==> src/rtl/control_sequencer.sv <==
// rtl/control_sequencer.sv - microcode sequencer producing the 16-bit datapath control word
module control_sequencer #(
    parameter int MAX_STEP = 4
) (
    input  logic        clk,
    input  logic        rst,
    input  logic        en,
    input  logic [3:0]  opcode,
    input  logic        flag_c,
    input  logic        flag_z,
    output logic [15:0] ctrl,
    output logic [2:0]  step,
    output logic        halted
);

    localparam logic [15:0] HLT = 16'h8000;
    localparam logic [15:0] MI  = 16'h4000;
    localparam logic [15:0] RI  = 16'h2000;
    localparam logic [15:0] RO  = 16'h1000;
    localparam logic [15:0] IO  = 16'h0800;
    localparam logic [15:0] II  = 16'h0400;
    localparam logic [15:0] AI  = 16'h0200;
    localparam logic [15:0] AO  = 16'h0100;
    localparam logic [15:0] EO  = 16'h0080;
    localparam logic [15:0] SU  = 16'h0040;
    localparam logic [15:0] BI  = 16'h0020;
    localparam logic [15:0] OI  = 16'h0010;
    localparam logic [15:0] CE  = 16'h0008;
    localparam logic [15:0] CO  = 16'h0004;
    localparam logic [15:0] J   = 16'h0002;
    localparam logic [15:0] FI  = 16'h0001;

    localparam logic [2:0] MAX_S = 3'(MAX_STEP);

    localparam logic [3:0] OP_LDA = 4'b0001;
    localparam logic [3:0] OP_ADD = 4'b0010;
    localparam logic [3:0] OP_SUB = 4'b0011;
    localparam logic [3:0] OP_STA = 4'b0100;
    localparam logic [3:0] OP_LDI = 4'b0101;
    localparam logic [3:0] OP_JMP = 4'b0110;
    localparam logic [3:0] OP_JC  = 4'b0111;
    localparam logic [3:0] OP_JZ  = 4'b1000;
    localparam logic [3:0] OP_OUT = 4'b1110;
    localparam logic [3:0] OP_HLT = 4'b1111;

    logic [2:0]  last_step;
    logic [15:0] uword;

    // Final T-state of the current opcode; undefined opcodes end at T2 like NOP
    always_comb begin
        last_step = 3'd2;
        case (opcode)
            OP_LDA, OP_STA: last_step = 3'd3;
            OP_ADD, OP_SUB: last_step = 3'd4;
            default:        last_step = 3'd2;
        endcase
    end

    // Microcode word for the current step; flags only matter in T2
    always_comb begin
        uword = 16'h0000;
        case (step)
            3'd0: uword = CO | MI;
            3'd1: uword = RO | II | CE;
            3'd2: begin
                case (opcode)
                    OP_LDA, OP_ADD, OP_SUB, OP_STA: uword = IO | MI;
                    OP_LDI: uword = IO | AI;
                    OP_JMP: uword = IO | J;
                    OP_JC:  uword = flag_c ? (IO | J) : 16'h0000;
                    OP_JZ:  uword = flag_z ? (IO | J) : 16'h0000;
                    OP_OUT: uword = AO | OI;
                    OP_HLT: uword = HLT;
                    default: uword = 16'h0000;
                endcase
            end
            3'd3: begin
                case (opcode)
                    OP_LDA:         uword = RO | AI;
                    OP_ADD, OP_SUB: uword = RO | BI;
                    OP_STA:         uword = AO | RI;
                    default:        uword = 16'h0000;
                endcase
            end
            3'd4: begin
                case (opcode)
                    OP_ADD:  uword = EO | AI | FI;
                    OP_SUB:  uword = EO | SU | AI | FI;
                    default: uword = 16'h0000;
                endcase
            end
            default: uword = 16'h0000;
        endcase
    end

    // Output gating: reset wins, then halt, then the step enable
    always_comb begin
        if (rst) begin
            ctrl = 16'h0000;
        end else if (halted) begin
            ctrl = HLT;
        end else if (!en || step > MAX_S) begin
            ctrl = 16'h0000;
        end else begin
            ctrl = uword;
        end
    end

    // Step counter and halt latch; HLT parks the sequencer at T2
    always_ff @(posedge clk) begin
        if (rst) begin
            step   <= 3'd0;
            halted <= 1'b0;
        end else if (!halted && en) begin
            if (step > MAX_S) begin
                step <= 3'd0;
            end else if (opcode == OP_HLT && step == 3'd2) begin
                halted <= 1'b1;
            end else if (step >= last_step) begin
                step <= 3'd0;
            end else begin
                step <= step + 3'd1;
            end
        end
    end

endmodule

==> config.mk <==
export PLATFORM = sky130hd
export DESIGN_NAME = control_sequencer
export DESIGN_NICKNAME = d
export VERILOG_FILES = /design/src/rtl/control_sequencer.sv
export SDC_FILE = /design/constraint.sdc
export NUM_CORES = 1
export LEC_CHECK = 0
export BUFFER_PORTS_ARGS = -buffer_cell sky130_fd_sc_hd__buf_2
export CAP_MARGIN = 20
export CORE_MARGIN = 3
export CORE_UTILIZATION = 52
export CTS_BUF_LIST = sky130_fd_sc_hd__clkbuf_4
export CTS_CLUSTER_DIAMETER = 120
export CTS_CLUSTER_SIZE = 40
export DETAILED_ROUTE_END_ITERATION = 8
export PLACE_DENSITY_LB_ADDON = 0.08
export RECOVER_POWER = 50
export SETUP_SLACK_MARGIN = 0.4
export SLEW_MARGIN = 20
export SYNTH_ARGS = -nofsm -noshare
export SYNTH_HDL_FRONTEND = slang
export SYNTH_SLANG_ARGS = --single-unit
==> constraint.sdc <==
create_clock -name clk -period 2.7 [get_ports clk]
set_clock_uncertainty 0.05 [all_clocks]
set_input_delay 0.135 -clock clk [delete_from_list [all_inputs] [get_ports clk]]
set_output_delay 0.135 -clock clk [all_outputs]
set_load 0.02 [all_outputs]
==> flow_metrics.tcl <==
set metrics [dict create \
    cts_tree "built" \
    die-width_um 42.1 \
    core-area_um2 1170 \
    io_buffers 28 \
    synth_compound_gate_area_share_pct 22.9 \
    placed_cells 128 \
    cts_buffers 3 \
    cap_violations 0 \
    setup_viol 0 \
    synth-simple-area-share_pct 39.5 \
    p_sw_mw 0.0880 \
    vias 748 \
    syn_inst 92 \
    fmax_mhz 444 \
    antenna_left 0 \
    required_ns 2.52 \
    tightest_slew_ns 0.725 \
    root_buffer "clkbuf_4" \
    maxSlewHeadroom_pct 51.6 \
    r2r_setup_slack_ns 1.03 \
    num_rows 12 \
    ctsResizeCount 0 \
    io_pins 29 \
    synth_edf_count 0 \
    synth_top_area_cell "ha_1" \
    finalHoldViolations 0 \
    nets 136 \
    cp-end-kind "primary output" \
    stdcell_count 131 \
    leakage_nw 0.374 \
    period_minus_slack_ns 2.25 \
    power_mw 0.237 \
    synth_top_family_by_area "simple AND/OR/NAND/NOR gates" \
    drv_slew 0 \
    seqPwrFrac_pct 28.5 \
    cts_setup_buffers 0 \
    synth_area_um2 678 \
    antenna_found_initial 0 \
    powerDensity_nw_per_um2 294 \
    drt-total-wl_mm 1.60 \
    synth_nets 109 \
    synth_warnings 0 \
    synth.top_cell.area_share_pct 14.8 \
    netlist_top_cells_area "ha_1 (15%), dfxtp_1 (12%), nand2b_1 (5.5%)" \
    yosysMostFrequentCell "nor2_1" \
    insertion_delay_ns 0.24 \
    switching_share_pct 37.2 \
    fillerInstances 108 \
    multi_input_area_um2 527 \
    vdd_drop_max_v 0.000405 \
    crit_type "register to primary output" \
    htreeDepth 1 \
    finalSetupTns_ns 0 \
    drive_above_1_share_pct 24.8 \
    ys_types 36 \
    synthTopCellsByCount "nor2_1 (9), ha_1 (8), inv_1 (7), nand2_1 (7), nand2b_1 (6)" \
    wl_per_cell_um 12.2 \
    clock_power_share_pct 30.9 \
    worst-path-max-fanout 11 \
    rsz0062_at_grt "no" \
    area_delta_synth_final_pct 18.8 \
    grt_pass1_vias 638 \
    grt_pass1_wl_mm 2.70 \
    hp-class "input port to register" \
    setup_ws_ns 0.446 \
    place_congestion 0.882 \
    place_ws_ns 0.728 \
    dr.pass1.iters 4 \
    drcViolationCount 0 \
    syn_area_per_cell_um2 7.37 \
    clk_path_buf_depth 2 \
    die_h_um 42.1 \
    hold_buffers 0 \
    cts.clk_slew.worst_paths_ns 0.04 \
    ys_seq_elements 4 \
    regArea_um2 80.1 \
    synth-xor-area-share_pct 1.29 \
    synthFlopType "dfxtp_1" \
    synth_fa_ha_area_share_pct 14.8 \
    synth_seq_area_share_pct 11.8 \
    start_util_pct 57.9 \
    gr-total-overflow 0 \
    diodes 0 \
    viasPerCell 5.71 \
    dieArea_um2 1770 \
    hpwl_mm 1.32 \
    internal_power_mw 0.149 \
    cp-start-kind "register" \
    clock-sinks 4 \
    ff2ff_path_depth 3 \
    synthArstFlopShare_pct 0 \
    critical_path_arrival_ns 2.07 \
    finalCritPeriodShare_pct 83.5 \
    track_usage_pct 18.9 \
    combPwrFrac_pct 40.6 \
    status "completed" \
    synthMuxAreaShare_pct 0 \
    grt_max_degree 15 \
    timing.rr.start "halted$_SDFFE_PP0P_" \
    crit_path_start "step[2]$_SDFFE_PP0P_" \
    min_from "rst" \
    hold_depth 2 \
    drt_iter0_markers 7 \
]
## state kept, by name, summed over array words and instances (netlist names)
signal and flops:
step 3, halted 1
## cell type report
cell class / instances / share of cell area [%]
clock buffers: 3 / 2.80
flip-flops and latches: 4 / 9.94
repair buffers: 28 / 16.5
well taps: 14 / 2.17
multi-input cells: 75 / 65.4
inverters: 7 / 3.26
## cell families after synthesis
family,count (synthesis)
DFF,4
xor gates and xnor gates,1
AOI/OAI and AO/OA,20
and+or+nand+nor,46
buffers and inverters,13
adders and majority gates,8
## metal layers
| metal | GRT usage (%) | part of all wire [%] | vias to the layer above |
|---|---|---|---|
| met5 | 0 | 0 | - |
| met4 | 5.59 | 1.1 | 0 |
| met1 | 24.4 | 46 | 327 |
| li1 | - | - | 389 |
| met3 | 6.01 | 7.2 | 4 |
| met2 | 29.6 | 46 | 28 |
## layout by cell type (no fill, tap or decap), types with 2 or more instances in the layout
| cell type | instances |
|---|---|
| a21oi_1 | 4 |
| a41oi_1 | 2 |
| and3_1 | 2 |
| buf_2 | 22 |
| clkbuf_1 | 6 |
| clkbuf_4 | 3 |
| dfxtp_1 | 4 |
| ha_1 | 8 |
| inv_1 | 7 |
| nand2_1 | 7 |
| nand2b_1 | 6 |
| nand3_1 | 3 |
| nand3b_1 | 2 |
| nor2_1 | 9 |
| nor2b_1 | 2 |
| nor3_1 | 4 |
| o211ai_1 | 2 |
| o21ai_0 | 3 |
| o32ai_1 | 2 |
| or3_1 | 2 |
## worst max-delay path, cell delays in order, from the launching register on
cell and delay, ns:
dfxtp_1 0.50, inv_1 0.13, ha_1 0.28, or4_1 0.51, nand3_1 0.18, nor3_1 0.07
buf_2 0.17
## final timing paths
| check | end |
|---|---|
| worst max-delay path | ctrl[14] |
| worst min-delay path | halted$_SDFFE_PP0P_ |
| worst min register to register | halted$_SDFFE_PP0P_ |
| worst max register to register | step[1]$_SDFFE_PP0P_ |
## through the flow
stage	hold slack, ns	util, %	cell area (um2)
after floorplan	0.157	-	678
after global placement	0.313	67.9	796
after detailed placement	0.323	67.9	796
after CTS	0.0765	69.9	818
after global routing	0.0871	68.8	806
final	0.0707	68.8	806
## power by group through the flow
stage	Clock (mW)	Combinational [mW]	Sequential [mW]
after detailed placement	0	0.0974	0.0679
after CTS	0.0756	0.0978	0.0671
final	0.0733	0.0961	0.0674
after global routing	0.0820	0.109	0.0679
after floorplan	0	0.0691	0.0713
after global placement	0	0.0954	0.0678
No activity file was read; power rests on OpenSTA's default activity.
